File: config.mk
export PLATFORM = sky130hd
export DESIGN_NAME = hazard_scoreboard
export DESIGN_NICKNAME = d
export VERILOG_FILES = /design/src/rtl/hazard_pkg.sv /design/src/rtl/src_reg_decode.sv /design/src/rtl/hazard_scoreboard.sv
export SDC_FILE = /design/constraint.sdc
export NUM_CORES = 1
export LEC_CHECK = 0
export ABC_CLOCK_PERIOD_IN_PS = 6500
export BUFFER_PORTS_ARGS = -buffer_cell sky130_fd_sc_hd__clkbuf_2
export CAP_MARGIN = 20
export CORE_ASPECT_RATIO = 0.7
export CORE_MARGIN = 2
export CORE_UTILIZATION = 40
export CTS_CLUSTER_SIZE = 20
export DETAILED_ROUTE_END_ITERATION = 6
export HOLD_SLACK_MARGIN = 0.03
export PLACE_DENSITY = 0.64
export SLEW_MARGIN = 30
export SYNTH_ARGS = -nofsm -noshare
export SYNTH_HDL_FRONTEND = slang
export SYNTH_SLANG_ARGS = --single-unit
File: constraint.sdc
create_clock -name clock -period 6.5 [get_ports clock]
set_input_delay 0.975 -clock clock [delete_from_list [all_inputs] [get_ports clock]]
set_output_delay 0.975 -clock clock [all_outputs]
set_load 0.03 [all_outputs]
File: src/rtl/hazard_pkg.sv
// Shared constants, FSM state type and helpers for the decode-stage hazard scoreboard.
package hazard_pkg;

  localparam logic [4:0] OP_ALU  = 5'b00000;
  localparam logic [4:0] OP_ADDI = 5'b00101;
  localparam logic [4:0] OP_LW   = 5'b01000;
  localparam logic [4:0] OP_SW   = 5'b00111;
  localparam logic [4:0] OP_BNE  = 5'b00010;
  localparam logic [4:0] OP_BLT  = 5'b00110;
  localparam logic [4:0] OP_JR   = 5'b00100;
  localparam logic [4:0] OP_JAL  = 5'b00011;
  localparam logic [4:0] OP_SETX = 5'b10101;

  localparam logic [4:0] ALU_MUL = 5'b00110;
  localparam logic [4:0] ALU_DIV = 5'b00111;

  localparam logic [4:0] R_RA     = 5'd31;
  localparam logic [4:0] R_STATUS = 5'd30;

  localparam int MD_TIMEOUT_DEF = 64;

  typedef enum logic [1:0] {
    ST_IDLE    = 2'd0,
    ST_BUSY    = 2'd1,
    ST_TIMEOUT = 2'd2
  } md_state_e;

  function automatic logic [31:0] reg_onehot(input logic [4:0] r);
    reg_onehot = 32'd1 << r;
  endfunction

endpackage

File: src/rtl/src_reg_decode.sv
// Combinational F/D source/destination register extraction; shared with the bypass unit.
module src_reg_decode
  import hazard_pkg::*;
(
  input  logic [31:0] insn_i,
  output logic [4:0]  rs_o,
  output logic        rs_v_o,
  output logic [4:0]  rt_o,
  output logic        rt_v_o,
  output logic [4:0]  rd_o,
  output logic        rd_v_o,
  output logic [4:0]  dst_o,
  output logic        is_muldiv_o
);

  logic [4:0] opcode;
  logic [4:0] aluop;
  logic       unused_bits;

  // Shamt and the low two bits never name a register.
  assign unused_bits = ^{insn_i[11:7], insn_i[1:0]};

  always_comb begin
    opcode = insn_i[31:27];
    aluop  = insn_i[6:2];
    rs_o   = insn_i[21:17];
    rt_o   = insn_i[16:12];
    rd_o   = insn_i[26:22];

    rs_v_o = (rs_o != 5'd0);
    rt_v_o = (opcode == OP_ALU) && (rt_o != 5'd0);
    rd_v_o = ((opcode == OP_SW) || (opcode == OP_BNE) ||
              (opcode == OP_BLT) || (opcode == OP_JR)) && (rd_o != 5'd0);

    case (opcode)
      OP_ALU, OP_ADDI, OP_LW: dst_o = rd_o;
      OP_JAL:                 dst_o = R_RA;
      OP_SETX:                dst_o = R_STATUS;
      default:                dst_o = 5'd0;
    endcase

    is_muldiv_o = (opcode == OP_ALU) && ((aluop == ALU_MUL) || (aluop == ALU_DIV));
  end

endmodule

File: src/rtl/hazard_scoreboard.sv
// Decode-stage stall controller with a one-deep multdiv pending-write scoreboard.
// Optional stall counter enabled by defining HAZARD_PERF_CNT_EN.
module hazard_scoreboard
  import hazard_pkg::*;
#(
  parameter int MD_TIMEOUT = MD_TIMEOUT_DEF
) (
  input  logic        clock,
  input  logic        reset,
  input  logic [31:0] fd_insn,
  input  logic [4:0]  dx_wr_reg,
  input  logic        dx_is_load,
  input  logic        md_start,
  input  logic [4:0]  md_wr_reg,
  input  logic        md_ready,
  output logic        stall,
  output logic        md_busy,
  output logic [31:0] pending,
  output logic        md_err,
  output logic [15:0] stall_cycles
);

  localparam logic [7:0] TO_CNT = 8'(MD_TIMEOUT);

  md_state_e   state_q, state_d;
  logic [31:0] pending_q, pending_d;
  logic [4:0]  busy_reg_q, busy_reg_d;
  logic [7:0]  wd_cnt_q, wd_cnt_d;
  logic        err_q, err_d;

  logic [4:0]  rs, rt, rd, dst;
  logic        rs_v, rt_v, rd_v, is_muldiv;
  logic [31:0] clear_mask, pending_eff;
  logic        load_use, raw_pend, waw, structural;

  src_reg_decode u_decode (
    .insn_i      (fd_insn),
    .rs_o        (rs),
    .rs_v_o      (rs_v),
    .rt_o        (rt),
    .rt_v_o      (rt_v),
    .rd_o        (rd),
    .rd_v_o      (rd_v),
    .dst_o       (dst),
    .is_muldiv_o (is_muldiv)
  );

  // A result landing this cycle releases its dependants in the same cycle.
  assign clear_mask  = (state_q == ST_BUSY && md_ready) ? reg_onehot(busy_reg_q) : 32'd0;
  assign pending_eff = pending_q & ~clear_mask;

  always_comb begin
    load_use   = dx_is_load && (dx_wr_reg != 5'd0) &&
                 ((rs_v && rs == dx_wr_reg) || (rt_v && rt == dx_wr_reg) ||
                  (rd_v && rd == dx_wr_reg));
    raw_pend   = (rs_v && pending_eff[rs]) || (rt_v && pending_eff[rt]) ||
                 (rd_v && pending_eff[rd]);
    waw        = (dst != 5'd0) && pending_eff[dst];
    structural = is_muldiv && (state_q == ST_BUSY) && !md_ready;
    stall      = load_use || raw_pend || waw || structural;
  end

  always_comb begin
    state_d    = state_q;
    pending_d  = pending_q;
    busy_reg_d = busy_reg_q;
    wd_cnt_d   = wd_cnt_q;
    err_d      = err_q;

    case (state_q)
      ST_IDLE: begin
        if (md_start) begin
          state_d    = ST_BUSY;
          busy_reg_d = md_wr_reg;
          pending_d  = pending_q | reg_onehot(md_wr_reg);
          wd_cnt_d   = 8'd0;
        end
      end
      ST_BUSY: begin
        if (md_ready) begin
          pending_d = pending_eff;
          if (md_start) begin
            // Set after clear so a repeat of the same register stays pending.
            pending_d  = pending_eff | reg_onehot(md_wr_reg);
            busy_reg_d = md_wr_reg;
            wd_cnt_d   = 8'd0;
          end else begin
            state_d = ST_IDLE;
          end
        end else begin
          if (md_start) err_d = 1'b1;
          if (wd_cnt_q != 8'hFF) wd_cnt_d = wd_cnt_q + 8'd1;
          if (wd_cnt_d == TO_CNT) state_d = ST_TIMEOUT;
        end
      end
      ST_TIMEOUT: begin
        pending_d = 32'd0;
        err_d     = 1'b1;
        state_d   = ST_IDLE;
      end
      default: state_d = ST_IDLE;
    endcase

    pending_d[0] = 1'b0;
  end

  always_ff @(posedge clock or negedge reset) begin
    if (!reset) begin
      state_q    <= ST_IDLE;
      pending_q  <= 32'd0;
      busy_reg_q <= 5'd0;
      wd_cnt_q   <= 8'd0;
      err_q      <= 1'b0;
    end else begin
      state_q    <= state_d;
      pending_q  <= pending_d;
      busy_reg_q <= busy_reg_d;
      wd_cnt_q   <= wd_cnt_d;
      err_q      <= err_d;
    end
  end

  assign md_busy = (state_q == ST_BUSY);
  assign pending = pending_q;
  assign md_err  = err_q;

`ifdef HAZARD_PERF_CNT_EN
  logic [15:0] stall_cnt_q, stall_cnt_d;

  always_comb begin
    stall_cnt_d = stall_cnt_q;
    if (stall && stall_cnt_q != 16'hFFFF) stall_cnt_d = stall_cnt_q + 16'd1;
  end

  always_ff @(posedge clock or negedge reset) begin
    if (!reset) stall_cnt_q <= 16'd0;
    else        stall_cnt_q <= stall_cnt_d;
  end

  assign stall_cycles = stall_cnt_q;
`else
  assign stall_cycles = 16'd0;
`endif

endmodule

==> impl_results.md <==
- Max-cap violation count: 0
- First-pass GRT wire length: roughly 23000 um
- Final RePlAce weighted congestion: ~0.99
- Max clock buf depth: 2
- WP buf/inv: 2
- FP Rows: 32
- Flops & latches, synth: 47
- Yosys top cell by area: dfrtp_1
- GRT Overall Usage: between 20% and 30%
- Starting density of the core: roughly two fifths
- Multiplexer area fraction after synthesis: between 10% and 20%
- I/O pin count: ~100
- HP Class: register to register
- Area Growth Syn to Fin: 11.4%
- Final Hold Vio Count: 0
- DRC Markers: 0
- Final ANT Viol Nets: 0
- Iteration-0 DRC Markers: 606
- Dpl cell area: between 4000 and 5000 sq um
- R2r startpoint: state_q[1]$_DFFE_PN0P_
- Crit Path Max Fanout: 14
- Initial antenna violation count: 0
- Synthesized-area fraction occupied by adder cells: 0.504%
- EDFF count, synth: 0
- Vias: roughly 4700
- Worst endpoint required time: ~5500 ps
- Vias in the first global route: 4098
- Met1 Wirelength: 7130 um
- Worst Path Arrival: ~3900 ps
- H-Tree Depth: 2
- Element type at the critical path end: output port
- CP cell instances: clkbuf_2, nand4bb_2, o31ai_1, nor3b_1, o32ai_1, nor4_1, a311oi_1, nand4_1, nand4bb_1, clkbuf_2
- CTS Buf Count: 5
- Worst setup path class: input port to output port
- CP most frequent cell: clkbuf_2
- Routed length per instance: 20.6 um
- DP Wirelength: about 11000 um
- Commonest cells in the netlist: nand2_1, dfrtp_1, o21ai_0
- Min Tclk post-route: 4830 ps
- Critical path's largest stage delay: about 850 ps
- Slew HR: between 30% and 40%
- CTS Sinks: 47
- Synthesized-area fraction occupied by and/or/nand/nor cells: 23.6%
- XOR/XNOR share of the synthesized area: under 10%
- Clk root buf: clkbuf_16
- Slowest CP cell: o31ai_1
- Run status: complete, no violations
- Fraction of layout cells with a size suffix above 1: a little under a fifth
- Core area: roughly 11000 sq um
- Post-Syn Area per Cell: between 8 and 9 sq um
- Mapped Cells: ~530
- Post-synth top flop: dfrtp_1
- Yosys top cell area share: 26.3%
- Fin. max-slew vios: 0
- Most common cell in the netlist: nand2_1
- Sequential area share after synthesis: 26.3%
- Post-CTS Hold Fix Bufs: 0
- Area of the mapped netlist: ~4500 sq um
- Ys async rst share: 100%
- Overflow after GRT: 0
- Worst vdd ir: ~0.00016 V
- RSZ-0062 raised after global routing: no
- Compound-Gate Fraction of Synth Area: between 20% and 30%
- Slew @ Worst Pin: roughly 920 ps
- Top Family by Delay on Critical Path: compound AO/OA/AOI/OAI gates
- Finished Cell Area: 4970 sq um
- Number of port buffers: around 70
- Post-CTS setup buffer count: 0
- Clock skew: a little under 5 ps
- Post-layout worst setup margin: 1670 ps
- Dpl ws: between 1500 and 2000 ps
- PwrDens: between 300 and 400 nW/um^2
- Tot Pwr: roughly 1500 uW
- Final setup violation count: 0
- CTS tree: yes
- Via/cell ratio: ~6.4
- Die Span X: approximately 130 um
- FMAX: ~210 MHz
- Total Routed Length: 15000 um
- Crit start category: input port
- Synth area leaders: dfrtp_1, mux2i_1, o21ai_0
- Largest net degree at the start of global routing: 48
- Clk_lat worst skew: about 290 ps
- Critical Path Source: md_ready
- Setup TNS: 0 ps
- Largest family of logic cells by synthesized area: compound AO/OA/AOI/OAI gates
- Max Used Layer: met4
- Met2 wire len: about 6000 um
- Drt pass-1 iters: 5
- ANT cells: 0
- Die Y: between 90 and 100 um
- Die area: roughly 12000 sq um
- Min-delay src: md_err$_DFFE_PN0P_
- Final period util: ~74%
- Met3 wire len: 1680 um
- Netlist cell types: between 70 and 80
- Post-CTS Resized: 0
- Final #Nets: ~620
- Synth warn: 0
- CTS clock-pin slew for the worst setup and hold paths: 60 ps
- Leak: 0.00196 uW
## per-layer routing
layer | track usage, % | vias up
li1 | - | 2117
met1 | 40.3 | 2223
met2 | 34.3 | 293
met3 | 5.37 | 18
met4 | 4.03 | 0
met5 | 0 | -
## state kept, by name (all words and copies together) (netlist names)
register,count
pending,31
busy_reg_q,5
wd_cnt_q,8
state_q,2
md_err,1
## cells by family (layout without fill, tap and decap cells)
kind of cell,Yosys count,after routing
buffers and inverters,65,90
AOI/OAI and AO/OA,169,169
adders and majority gates,2,2
muxes,42,42
DFF,47,47
xor gates and xnor gates,14,14
and+or+nand+nor,194,194
other,1,17
## placed cells by master, fill, tap and decap left out, types with 10 or more instances in the layout
cell,instances
clkbuf_2,72
a22oi_1,11
nor2_1,28
nand3_1,12
dfrtp_1,47
mux2i_1,29
xor2_1,10
conb_1,17
nor3_1,23
o221ai_1,14
nand2_1,50
nand2b_1,18
a21oi_1,24
o21ai_0,41
## final timing paths
path,end,depth (start not counted),slack (ps)
max,stall,10,1670
min,md_err$_DFFE_PN0P_,1,460
max reg2reg,pending[16]$_DFFE_PN0P_,7,3870
min reg2reg,md_err$_DFFE_PN0P_,1,460
max in group asynchronous,pending[14]$_DFFE_PN0P_,2,5310
min in group asynchronous,wd_cnt_q[3]$_DFFE_PN0P_,2,770
## power breakdown
group,internal (uW),switching (uW)
Sequential,371,108
Combinational,259,522
Clock,164,111
## metrics by stage
step | std cells | hold slack [ps] | util (%)
after floorplan | 550 | 509 | -
after global placement | 720 | 449 | 44.0
after detailed placement | 720 | 451 | 44.0
after CTS | 728 | 466 | 45.5
after global routing | 728 | 505 | 45.5
final | 728 | 460 | 45.5
## final cells by class
class	instances	area [sq um]
clock inverter	1	7.51
multi-input combinational	438	3040
fill	1080	5960
timing repair buffer	74	375
inverter	8	30.0
tap	153	191
sequential	47	1180
clock buffer	7	153
Power figures use the tool's default switching activity.
